[config.mk]
export PLATFORM = sky130hd
export DESIGN_NAME = sync_fifo_rr_drain_arbiter_flat
export DESIGN_NICKNAME = d
export VERILOG_FILES = /design/src/rtl/sync_fifo_rr_drain_arbiter_pkg.sv /design/src/rtl/sync_fifo_rr_drain_arbiter_if.sv /design/src/rtl/sync_fifo_rr_drain_arbiter_rr_priority_picker.sv /design/src/rtl/sync_fifo_rr_drain_arbiter.sv /design/src/flat_wrapper.sv
export SDC_FILE = /design/constraint.sdc
export NUM_CORES = 1
export LEC_CHECK = 0
export CAP_MARGIN = 40
export CORE_UTILIZATION = 34
export CTS_CLUSTER_SIZE = 16
export DETAILED_ROUTE_END_ITERATION = 12
export PLACE_DENSITY = 0.76
export SLEW_MARGIN = 10
export SYNTH_ARGS = -nofsm -noshare
export SYNTH_HDL_FRONTEND = slang
export SYNTH_SLANG_ARGS = --single-unit
[constraint.sdc]
create_clock -name clk -period 3.15 [get_ports clk]
set_input_delay 0.7875 -clock clk [delete_from_list [all_inputs] [get_ports clk]]
set_output_delay 0.7875 -clock clk [all_outputs]
set_load 0.01 [all_outputs]
[src/rtl/sync_fifo_rr_drain_arbiter_pkg.sv]
// Shared widths and round-robin helpers for the FIFO drain arbiter.
// Latency: none (functions only).
// Backpressure: n/a.
package sync_fifo_arb_pkg;

    // Upper bound on source count supported by the search helper.
    localparam int MAX_SRC = 32;

    // Width of a source index; a single source still needs one bit.
    function automatic int src_w(input int n);
        return (n > 1) ? $clog2(n) : 1;
    endfunction

    // First requester after 'last', wrapping modulo n; 'last' itself is checked last.
    // Returns 'last' when nothing requests.
    function automatic int rr_next(input logic [MAX_SRC-1:0] req, input int last, input int n);
        int   pick;
        logic found;
        pick  = last;
        found = 1'b0;
        for (int i = 1; i <= MAX_SRC; i++) begin
            if (!found && (i <= n) && req[(last + i) % n]) begin
                pick  = (last + i) % n;
                found = 1'b1;
            end
        end
        return pick;
    endfunction

endpackage

[src/rtl/sync_fifo_rr_drain_arbiter_if.sv]
// Bundle of FIFO-side and consumer-side signals of the drain arbiter.
// Latency: none (wiring only).
// Backpressure: i_ready from the consumer, o_fifo_rd_en toward the FIFOs.
interface sync_fifo_rr_drain_arbiter_if #(
    parameter int NUM_SRC    = 4,
    parameter int DATA_WIDTH = 8
);
    localparam int SRC_W = sync_fifo_arb_pkg::src_w(NUM_SRC);

    logic [NUM_SRC-1:0]            i_fifo_empty;
    logic [NUM_SRC*DATA_WIDTH-1:0] i_fifo_rd_data;
    logic [NUM_SRC-1:0]            o_fifo_rd_en;
    logic [NUM_SRC-1:0]            i_flush;
    logic [NUM_SRC-1:0]            o_fifo_clr;
    logic                          o_valid;
    logic [DATA_WIDTH-1:0]         o_data;
    logic [SRC_W-1:0]              o_src_id;
    logic                          i_ready;

    // Arbiter side.
    modport master (
        input  i_fifo_empty, i_fifo_rd_data, i_flush, i_ready,
        output o_fifo_rd_en, o_fifo_clr, o_valid, o_data, o_src_id
    );

    // FIFO bank and consumer side.
    modport slave (
        output i_fifo_empty, i_fifo_rd_data, i_flush, i_ready,
        input  o_fifo_rd_en, o_fifo_clr, o_valid, o_data, o_src_id
    );

endinterface

[src/rtl/sync_fifo_rr_drain_arbiter_rr_priority_picker.sv]
// Round-robin priority picker: first requester after 'last', with wrap.
// Latency: combinational.
// Backpressure: none; caller decides whether the pick is used.
module rr_priority_picker
    import sync_fifo_arb_pkg::*;
#(
    parameter int NUM_SRC = 4,
    localparam int SRC_W  = src_w(NUM_SRC)
) (
    input  logic [NUM_SRC-1:0] req,
    input  logic [SRC_W-1:0]   last,
    output logic [NUM_SRC-1:0] gnt_onehot,
    output logic [SRC_W-1:0]   gnt_idx,
    output logic               any
);

    logic [MAX_SRC-1:0] req_ext;

    // Search starts just after the previous winner so every source gets a turn.
    always_comb begin
        req_ext                = '0;
        req_ext[NUM_SRC-1:0]   = req;
        any                    = |req;
        gnt_idx                = SRC_W'(rr_next(req_ext, int'(last), NUM_SRC));
        gnt_onehot             = '0;
        if (any) begin
            gnt_onehot[gnt_idx] = 1'b1;
        end
    end

endmodule

[src/rtl/sync_fifo_rr_drain_arbiter.sv]
// Drains NUM_SRC FWFT FIFOs round-robin (bursts up to BURST_LEN) into one registered valid/ready stream; sequences flushes.
// Latency: FIFO non-empty at cycle t with a free output -> o_valid at t+1; one word per cycle sustained.
// Backpressure: no pops while o_valid & !i_ready; output register holds steady until accepted.
module sync_fifo_rr_drain_arbiter
    import sync_fifo_arb_pkg::*;
#(
    parameter int NUM_SRC    = 4,
    parameter int DATA_WIDTH = 8,
    parameter int BURST_LEN  = 1,
    localparam int SRC_W     = src_w(NUM_SRC),
    localparam int CNT_W     = $clog2(BURST_LEN + 1)
) (
    input  logic                          clk,
    input  logic                          rst_n,
    sync_fifo_rr_drain_arbiter_if.master  bus
);

    logic [SRC_W-1:0]      last_q;
    logic [CNT_W-1:0]      burst_q;
    logic                  valid_q;
    logic [DATA_WIDTH-1:0] data_q;
    logic [SRC_W-1:0]      src_q;

    logic [NUM_SRC-1:0]    cand;
    logic [NUM_SRC-1:0]    rot_onehot;
    logic [SRC_W-1:0]      rot_idx;
    logic                  rot_any;
    logic                  stay;
    logic                  can_pop;
    logic [SRC_W-1:0]      grant;
    logic [NUM_SRC-1:0]    grant_onehot;
    logic [DATA_WIDTH-1:0] head;

    // A flushing FIFO is never a candidate, so it cannot be popped while it clears.
    assign cand = ~bus.i_fifo_empty & ~bus.i_flush;

    rr_priority_picker #(
        .NUM_SRC (NUM_SRC)
    ) u_picker (
        .req        (cand),
        .last       (last_q),
        .gnt_onehot (rot_onehot),
        .gnt_idx    (rot_idx),
        .any        (rot_any)
    );

    // Grant selection: continue an open burst on the last winner, otherwise rotate.
    // burst_q==0 means no open burst (after reset or after the last winner was flushed).
    always_comb begin
        stay         = cand[last_q] && (burst_q != '0) && (burst_q < CNT_W'(BURST_LEN));
        can_pop      = rot_any && (!valid_q || bus.i_ready);
        grant        = stay ? last_q : rot_idx;
        grant_onehot = rot_onehot;
        if (stay) begin
            grant_onehot         = '0;
            grant_onehot[last_q] = 1'b1;
        end
        head = bus.i_fifo_rd_data[int'(grant)*DATA_WIDTH +: DATA_WIDTH];
    end

    // Pop and clear strobes are combinational so the FWFT pop lands on the capture edge.
    assign bus.o_fifo_rd_en = grant_onehot & {NUM_SRC{can_pop & rst_n}};
    assign bus.o_fifo_clr   = bus.i_flush & {NUM_SRC{rst_n}};

    // Arbiter pointer and burst length bookkeeping.
    always_ff @(posedge clk or negedge rst_n) begin
        if (!rst_n) begin
            last_q  <= SRC_W'(NUM_SRC - 1);
            burst_q <= '0;
        end else if (can_pop) begin
            if (stay) begin
                burst_q <= burst_q + CNT_W'(1);
            end else begin
                last_q  <= rot_idx;
                burst_q <= CNT_W'(1);
            end
        end else if (bus.i_flush[last_q]) begin
            burst_q <= '0;
        end
    end

    // Output register: load on pop, drop valid on accept-without-pop, data held otherwise.
    always_ff @(posedge clk or negedge rst_n) begin
        if (!rst_n) begin
            valid_q <= 1'b0;
            data_q  <= '0;
            src_q   <= '0;
        end else if (can_pop) begin
            valid_q <= 1'b1;
            data_q  <= head;
            src_q   <= grant;
        end else if (valid_q && bus.i_ready) begin
            valid_q <= 1'b0;
        end
    end

    assign bus.o_valid  = valid_q;
    assign bus.o_data   = data_q;
    assign bus.o_src_id = src_q;

endmodule
[src/flat_wrapper.sv]
// flat-port wrapper written by rule: the top's interface ports become plain ports
module sync_fifo_rr_drain_arbiter_flat import sync_fifo_arb_pkg::*;
#(
    parameter int NUM_SRC    = 4,
    parameter int DATA_WIDTH = 8,
    parameter int BURST_LEN  = 1,
    localparam int SRC_W     = src_w(NUM_SRC),
    localparam int CNT_W     = $clog2(BURST_LEN + 1)
)
  (clk, rst_n, bus_i_fifo_empty, bus_i_fifo_rd_data, bus_i_flush, bus_i_ready, bus_o_fifo_rd_en, bus_o_fifo_clr, bus_o_valid, bus_o_data, bus_o_src_id);
  sync_fifo_rr_drain_arbiter_if #(.NUM_SRC(NUM_SRC), .DATA_WIDTH(DATA_WIDTH)) bus_i ();
  input  logic clk;
  input  logic rst_n;
  input wire logic [$bits(bus_i.i_fifo_empty)-1:0] bus_i_fifo_empty;
  input wire logic [$bits(bus_i.i_fifo_rd_data)-1:0] bus_i_fifo_rd_data;
  input wire logic [$bits(bus_i.i_flush)-1:0] bus_i_flush;
  input wire logic [$bits(bus_i.i_ready)-1:0] bus_i_ready;
  output wire logic [$bits(bus_i.o_fifo_rd_en)-1:0] bus_o_fifo_rd_en;
  output wire logic [$bits(bus_i.o_fifo_clr)-1:0] bus_o_fifo_clr;
  output wire logic [$bits(bus_i.o_valid)-1:0] bus_o_valid;
  output wire logic [$bits(bus_i.o_data)-1:0] bus_o_data;
  output wire logic [$bits(bus_i.o_src_id)-1:0] bus_o_src_id;
  assign bus_i.i_fifo_empty = bus_i_fifo_empty;
  assign bus_i.i_fifo_rd_data = bus_i_fifo_rd_data;
  assign bus_i.i_flush = bus_i_flush;
  assign bus_i.i_ready = bus_i_ready;
  assign bus_o_fifo_rd_en = bus_i.o_fifo_rd_en;
  assign bus_o_fifo_clr = bus_i.o_fifo_clr;
  assign bus_o_valid = bus_i.o_valid;
  assign bus_o_data = bus_i.o_data;
  assign bus_o_src_id = bus_i.o_src_id;
  sync_fifo_rr_drain_arbiter #(.NUM_SRC(NUM_SRC), .DATA_WIDTH(DATA_WIDTH), .BURST_LEN(BURST_LEN)) u_core (.clk(clk), .rst_n(rst_n), .bus(bus_i));
endmodule
== Word level (Yosys, flattened, before mapping) ==
Index checks and enable logic that the tools add are counted.
W data, S select, Z words.

* Output and inout bits: 19
* Bits in latches: 0
* Memories kept: 0
* Bits in writable memories: 0
* Bits in read-only memories: 0
* Bits in registers: 14
* Input port bits: 43
* Logic and storage cells: 86

* Div/mod/pow operators: 0
* Reductions and logical operators: 21
* Bitwise logic cells: 10
* Equal/unequal tests: 0
* $add $sub $neg: 5
* Multipliers: 0
* Mux-type cells: 35
* Order comparisons: 9
* Shifts and indexed selects: 1

{| class="wikitable"
|+ Operators with widths
! operator !! count
|-
| $shiftx A32 B6 Y8 || 1
|-
| $lt A3 B7 Y1 const B || 4
|-
| $mux W1 || 20
|-
| $and A4 B4 Y4 || 3
|-
| $bmux W1 S3 || 4
|-
| $mux W2 || 5
|-
| $logic_and A1 B1 Y1 || 9
|-
| $mux W4 || 2
|-
| $not A4 Y4 || 2
|-
| $reduce_or A2 Y1 || 4
|-
| $lt A2 B3 Y1 const B || 2
|-
| $add A2 B1 Y2 const B || 2
|-
| $add A2 B2 Y2 const B || 2
|-
| $and A1 B1 Y1 const A || 4
|-
| $bmux W1 S2 || 2
|-
| $demux W1 S2 || 2
|-
| $ge A2 B1 Y1 const B || 2
|-
| $logic_not A1 Y1 || 4
|-
| $reduce_bool A2 Y1 || 2
|-
| $reduce_or A4 Y1 || 1
|-
| $add A1 B1 Y1 const B || 1
|-
| $and A1 B1 Y1 || 1
|-
| $logic_or A1 B1 Y1 || 1
|-
| $lt A1 B1 Y1 const B || 1
|}

== Depth between registers and ports, before layout ==
* Depth after elaboration: 23
* Mapped depth: 10
* Mapped depth without buffers: 8

== By module ==
A second synthesis with hierarchy kept.

* Cell total of the unflattened synthesis: 82
* Area, all modules: 987.2 sq um

{| class="wikitable"
|+ By module, submodules not included
! module !! times used !! sequential area each (sq um) !! area an instance (sq um) !! cells each
|-
| sync_fifo_rr_drain_arbiter || 1 || 327.8 || 783.3 || 52
|-
| rr_priority_picker || 1 || 0.0 || 203.9 || 30
|}

== Worst setup path before layout ==
Ideal clock, no wire load.

* Kind: flip-flop to output port
* Start: reg u_core.last_q[0]
* End: out bus_o_fifo_rd_en[3]
* Slack: -0.078 ns
* Data arrival time: 2.441 ns
* Stages on the path, launching flop included: 10
* Buffers on the path: 1
* Data required time: 2.362 ns
* Cell sequence: dfstp_2 > clkbuf_2 > inv_1 > ha_1 > nor4bb_1 > a211o_1 > a21oi_2 > nor2_1 > nand2_1 > nor3_1

* Longest elaborated chain between the ends: 23
* Elaborated cells on any way between the ends: 54
* Classes of those cells: add/sub (4); order compare (4); mux (27); bitwise (5); reduce/logical (14)

{| class="wikitable"
|+ Ends and longest elaborated chain
! element !! line !! source
|-
| from (decl) || sync_fifo_rr_drain_arbiter.sv:18 || <nowiki>logic [SRC_W-1:0] last_q;</nowiki>
|-
| from (signal assigned) || sync_fifo_rr_drain_arbiter.sv:68 || <nowiki>last_q <= SRC_W'(NUM_SRC - 1);</nowiki>
|-
| from (signal assigned) || sync_fifo_rr_drain_arbiter.sv:74 || <nowiki>last_q <= rot_idx;</nowiki>
|-
| $add A2 B1 Y2 || sync_fifo_rr_drain_arbiter_pkg.sv:22, sync_fifo_rr_drain_arbiter_pkg.sv:23 ||
|-
| $reduce_or A2 Y1 (no source line) || -- ||
|-
| $and A1 B1 Y1 (no source line) || -- ||
|-
| $bmux W1 S3 || sync_fifo_rr_drain_arbiter_pkg.sv:22 || <nowiki>if (!found && (i <= n) && req[(last + i) % n]) begin</nowiki>
|-
| $mux W1 (implied by the code) (2 in a row) || sync_fifo_rr_drain_arbiter_pkg.sv:22 ||
|-
| $mux W1 || sync_fifo_rr_drain_arbiter_pkg.sv:22 ||
|-
| $logic_not A1 Y1 || sync_fifo_rr_drain_arbiter_pkg.sv:22 ||
|-
| $logic_and A1 B1 Y1 || sync_fifo_rr_drain_arbiter_pkg.sv:22 ||
|-
| [6 not listed] || -- ||
|-
| $mux W2 || sync_fifo_rr_drain_arbiter_pkg.sv:22 ||
|-
| $lt A2 B3 Y1 (implied by the code) / $ge A2 B1 Y1 (equally long branches) || sync_fifo_rr_drain_arbiter_rr_priority_picker.sv:27 || <nowiki>gnt_onehot[gnt_idx] = 1'b1;</nowiki>
|-
| $logic_and A1 B1 Y1 (implied by the code) || sync_fifo_rr_drain_arbiter_rr_priority_picker.sv:27 ||
|-
| $mux W1 (implied by the code) || sync_fifo_rr_drain_arbiter_rr_priority_picker.sv:27 ||
|-
| $demux W1 S2 || sync_fifo_rr_drain_arbiter_rr_priority_picker.sv:27 ||
|-
| $mux W4 || sync_fifo_rr_drain_arbiter_rr_priority_picker.sv:26 || <nowiki>if (any) begin</nowiki>
|-
| $mux W4 (*) || sync_fifo_rr_drain_arbiter.sv:54 || <nowiki>if (stay) begin</nowiki>
|-
| $and A4 B4 Y4 (*) || sync_fifo_rr_drain_arbiter.sv:62 || <nowiki>assign bus.o_fifo_rd_en = grant_onehot & {NUM_SRC{can_pop & rst_n}};</nowiki>
|-
| to (decl) || flat_wrapper.sv:18 || <nowiki>output wire logic [$bits(bus_i.o_fifo_rd_en)-1:0] bus_o_fifo_rd_en;</nowiki>
|}

Every way passes the cells marked *; elsewhere a longest branch is shown, timed or not. The select of a mux whose other input is x is not followed.

== Worst setup path after layout ==
* Start: in bus_i_fifo_empty[0]
* End: out bus_o_fifo_rd_en[1]

* Longest elaborated chain between the ends: 22
* Elaborated cells on any way between the ends: 42
* Classes of those cells: order compare (2); mux (25); bitwise (4); reduce/logical (11)

{| class="wikitable"
|+ Ends and longest elaborated chain
! element !! line !! source
|-
| from (decl) || flat_wrapper.sv:14 || <nowiki>input wire logic [$bits(bus_i.i_fifo_empty)-1:0] bus_i_fifo_empty;</nowiki>
|-
| $not A4 Y4 (*) || sync_fifo_rr_drain_arbiter.sv:35 || <nowiki>assign cand = ~bus.i_fifo_empty & ~bus.i_flush;</nowiki>
|-
| $and A4 B4 Y4 (*) || sync_fifo_rr_drain_arbiter.sv:35 ||
|-
| $bmux W1 S3 || sync_fifo_rr_drain_arbiter_pkg.sv:22 ||
|-
| $mux W1 (implied by the code) (2 in a row) || sync_fifo_rr_drain_arbiter_pkg.sv:22 ||
|-
| $mux W1 || sync_fifo_rr_drain_arbiter_pkg.sv:22 ||
|-
| $logic_not A1 Y1 || sync_fifo_rr_drain_arbiter_pkg.sv:22 ||
|-
| $logic_and A1 B1 Y1 || sync_fifo_rr_drain_arbiter_pkg.sv:22 ||
|-
| $mux W1 || sync_fifo_rr_drain_arbiter_pkg.sv:22 ||
|-
| [5 not listed] || -- ||
|-
| $mux W2 || sync_fifo_rr_drain_arbiter_pkg.sv:22 ||
|-
| $lt A2 B3 Y1 (implied by the code) / $ge A2 B1 Y1 (equally long branches) || sync_fifo_rr_drain_arbiter_rr_priority_picker.sv:27 ||
|-
| $logic_and A1 B1 Y1 (implied by the code) || sync_fifo_rr_drain_arbiter_rr_priority_picker.sv:27 ||
|-
| $mux W1 (implied by the code) || sync_fifo_rr_drain_arbiter_rr_priority_picker.sv:27 ||
|-
| $demux W1 S2 || sync_fifo_rr_drain_arbiter_rr_priority_picker.sv:27 ||
|-
| $mux W4 || sync_fifo_rr_drain_arbiter_rr_priority_picker.sv:26 ||
|-
| $mux W4 || sync_fifo_rr_drain_arbiter.sv:54 ||
|-
| $and A4 B4 Y4 (*) || sync_fifo_rr_drain_arbiter.sv:62 ||
|}

Marks and branches as above.

==> key figures <==
Clock network
  – Worst-Skew Late Latency: 0.27 ns
  – Clock buffer count from CTS: 3
  – CTS max path bufs: 2
  – Root buffer cell: clkbuf_4
  – Clock tree sinks: 13
  – Clock transition time at the flip-flop clock pins of the worst setup and hold paths: 0.08 ns
  – TritonCTS clock tree: built
  – H-tree levels: 1

Synth
  – Dominant synthesized flop cell: dfrtp_1
  – Sequential cell area fraction in the yosys report: 30.93%
  – Post-synth cell types: 28
  – Post-Syn Area per Cell: 7.909 µm²
  – Post-Syn Instances: 134
  – Asr flop ratio synth: 100.0%
  – Post-synth EDFFs: 0
  – Mapped Area: 1060 µm²
  – Syn Nets: 178
  – Synth Register Bits: 13
  – Ys Warns: 0

Global routing
  – GRT overflow: 0
  – Largest net degree at the start of global routing: 19
  – Number of global-route vias before repair: 1223
  – Initial antenna violation count: 0
  – First-pass GRT wire length: 5195 µm
  – GRT Total Usage: 19.85%

Layout
  – Layout cell share with drive strength beyond 1: 26.03%
  – Final instance area: 1978 µm²
  – Area Growth Syn to Fin: 86.66%
  – Layout Nets: 264
  – Inserted Diodes: 0

Power and ir drop
  – Maximum VDD drop: 0.3156 mV
  – Tot Pwr: 1.269 mW
  – Pwr dens: 641.5 nW/µm²
  – P_leak: 0.8761 nW

Placed design
  – GPL Wtd Cong: 0.8252
  – Post-detail-place hpwl: 2414 µm
  – Placement Cell Area: 1852 µm²
  – Port bufs: 61

STA
  – Max Clock Freq: 320.2 MHz
  – Finish-stage setup viols: 0
  – Max-slew violations: 0
  – Slew margin rel.: 76.12%
  – Setup TNS Final: 0 ns
  – Unrepaired setup endpoints after global routing: true
  – Fin. Hold Viols: 0
  – Worst Tran Pin Value: 0.3558 ns
  – Setup Skew: 0.002946 ns
  – Min Tclk post-route: 3.123 ns
  – Final Cycle Share: 99.13%
  – Hold_ws: 0.4991 ns

Worst setup path
  – Crit path arrival time: 2.34 ns
  – Slowest-stage cell, CP: or3b_1
  – Worst path required time: 2.36 ns
  – CP startpoint kind: primary input
  – Crit-path cells: dlygate4sd2_1 > or3b_1 > a221o_1 > a21oi_2 > buf_6 > buf_4 > nor3_2 > buf_2
  – Crit. End Element: primary output
  – Register-to-Register Path Depth: 11
  – Delay of the slowest cell on the worst path: 0.38 ns
  – Critical path type: in -> out
  – Crit path max fanout: 2

Route
  – Drt via density: 4.980
  – DRT antenna net count: 0
  – DRC: 1
  – TritonRoute pass-1 iters: 10
  – Via count: 1245
  – Wire per inst: 13.20 µm
  – Routed wire length: 3301 µm
  – DR iter-0 viols: 27

Floorplanning
  – FP Rows: 19
  – Core area: 2853 µm²
  – Die W: 57.83 µm
  – IO Count: 62
  – Die Ht: 57.83 µm
  – Full die area: 3344 µm²
  – Starting Density: 37.15%

Status
  – Status: finished, violations left
  – Failing checks: design-rule violations

Run
  – Max Cap Violations: 0

Worst hold path
  – Worst hold path class: reg -> reg
  – Hold Path Depth: 2
==> path summary, 6_finish.rpt <==
kind	startpoint	endpoint	slack (ns)
min reg2reg	u_core.bus.o_src_id[0]	u_core.bus.o_src_id[0]	0.50
max in group asynchronous	rst_n	u_core.last_q[1]	1.83
max	bus_i_fifo_empty[0]	bus_o_fifo_rd_en[1]	0.03
min in group asynchronous	rst_n	u_core.bus.o_data[4]	0.78
min	u_core.bus.o_src_id[0]	u_core.bus.o_src_id[0]	0.50
max reg2reg	u_core.last_q[1]	u_core.bus.o_data[5]	0.67
==> kinds of logic (layout without fill, tap and decap cells) <==
kind of cell | after synthesis | count (layout) | share of synthesized area (%)
compound gates | 22 | 22 | 15.58
fa+ha+maj | 1 | 1 | 1.180
buf+inv | 8 | 93 | 4.486
flops | 13 | 13 | 30.93
mux | 16 | 16 | 15.11
simple gates | 74 | 74 | 32.70
==> cell usage in the layout, fill, tap and decap left out, drive strengths merged, types with 3 or more instances in the layout <==
cell,instances
dlygate4sd2,5
clkdlybuf4s50,49
mux2i,16
o22ai,4
nor3,3
clkbuf,5
nor2,34
a211oi,9
and2,5
buf,30
a21oi,4
nand2,23
dfrtp,11
==> state kept, by name (all words and copies together) (netlist names) <==
register,flops
u_core.bus.o_src_id,2
u_core.bus.o_data,8
u_core.bus.o_valid,1
u_core.last_q,2
==> report_power, final <==
group | internal, mW | switching (mW)
Clock | 0.0489 | 0.0545
Sequential | 0.248 | 0.0454
Combinational | 0.473 | 0.399
==> layout make-up <==
| cell class | instances | area, µm² |
|---|---|---|
| fillers | 223 | 874.6 |
| multi-input cells | 113 | 797.0 |
| repair buffers | 87 | 780.7 |
| flip-flops and latches | 13 | 327.8 |
| well taps | 31 | 38.79 |
| clock buffers | 4 | 26.28 |
| inverters | 2 | 7.507 |
==> Yosys cell counts, types with 3 or more instances <==
cell type  count  area (µm²)
o22ai_1        4       25.02
a211oi_1       8       60.06
nand2_1       23       86.33
nor2_1        33       123.9
and2_1         5       31.28
clkbuf_1       4       15.01
nor3_1         3       15.01
mux2i_1       16       160.2
a21oi_2        3       26.28
dfrtp_1       11       275.3
==> metrics by stage <==
stage | instances | worst slack (ns) | utilization [%]
2_1_floorplan | 134 | 0.02973 | -
3_3_place_gp | 244 | -0.5657 | 64.91
3_5_place_dp | 244 | -0.6617 | 64.91
4_1_cts | 249 | 0.0007601 | 67.19
5_1_grt | 250 | -0.04379 | 69.34
6_report | 250 | 0.02736 | 69.34
==> critical path: cells and delay by family <==
kind | cells | cell delay (ns)
buf+inv | 4 | 0.63
compound gates | 2 | 0.50
simple gates | 2 | 0.42
==> layer usage <==
layer	global-route usage (%)	share of wire (%)	vias up
met3	4.688	7.0	4
met4	6.803	0.70	0
met5	0	0	-
met2	36.29	51	52
li1	-	-	639
met1	22.47	41	550
==> timing repair <==
| action | 4_1_cts | 5_1_grt |
|---|---|---|
| cloned | 0 | 0 |
| resized for setup | 35 | 14 |
| setup endpoints to repair | 4 | 4 |
| buffers inserted | 1 | 1 |
| pin swaps | 9 | 10 |
| hold buffers | 0 | 0 |
Power figures use the tool's default switching activity.
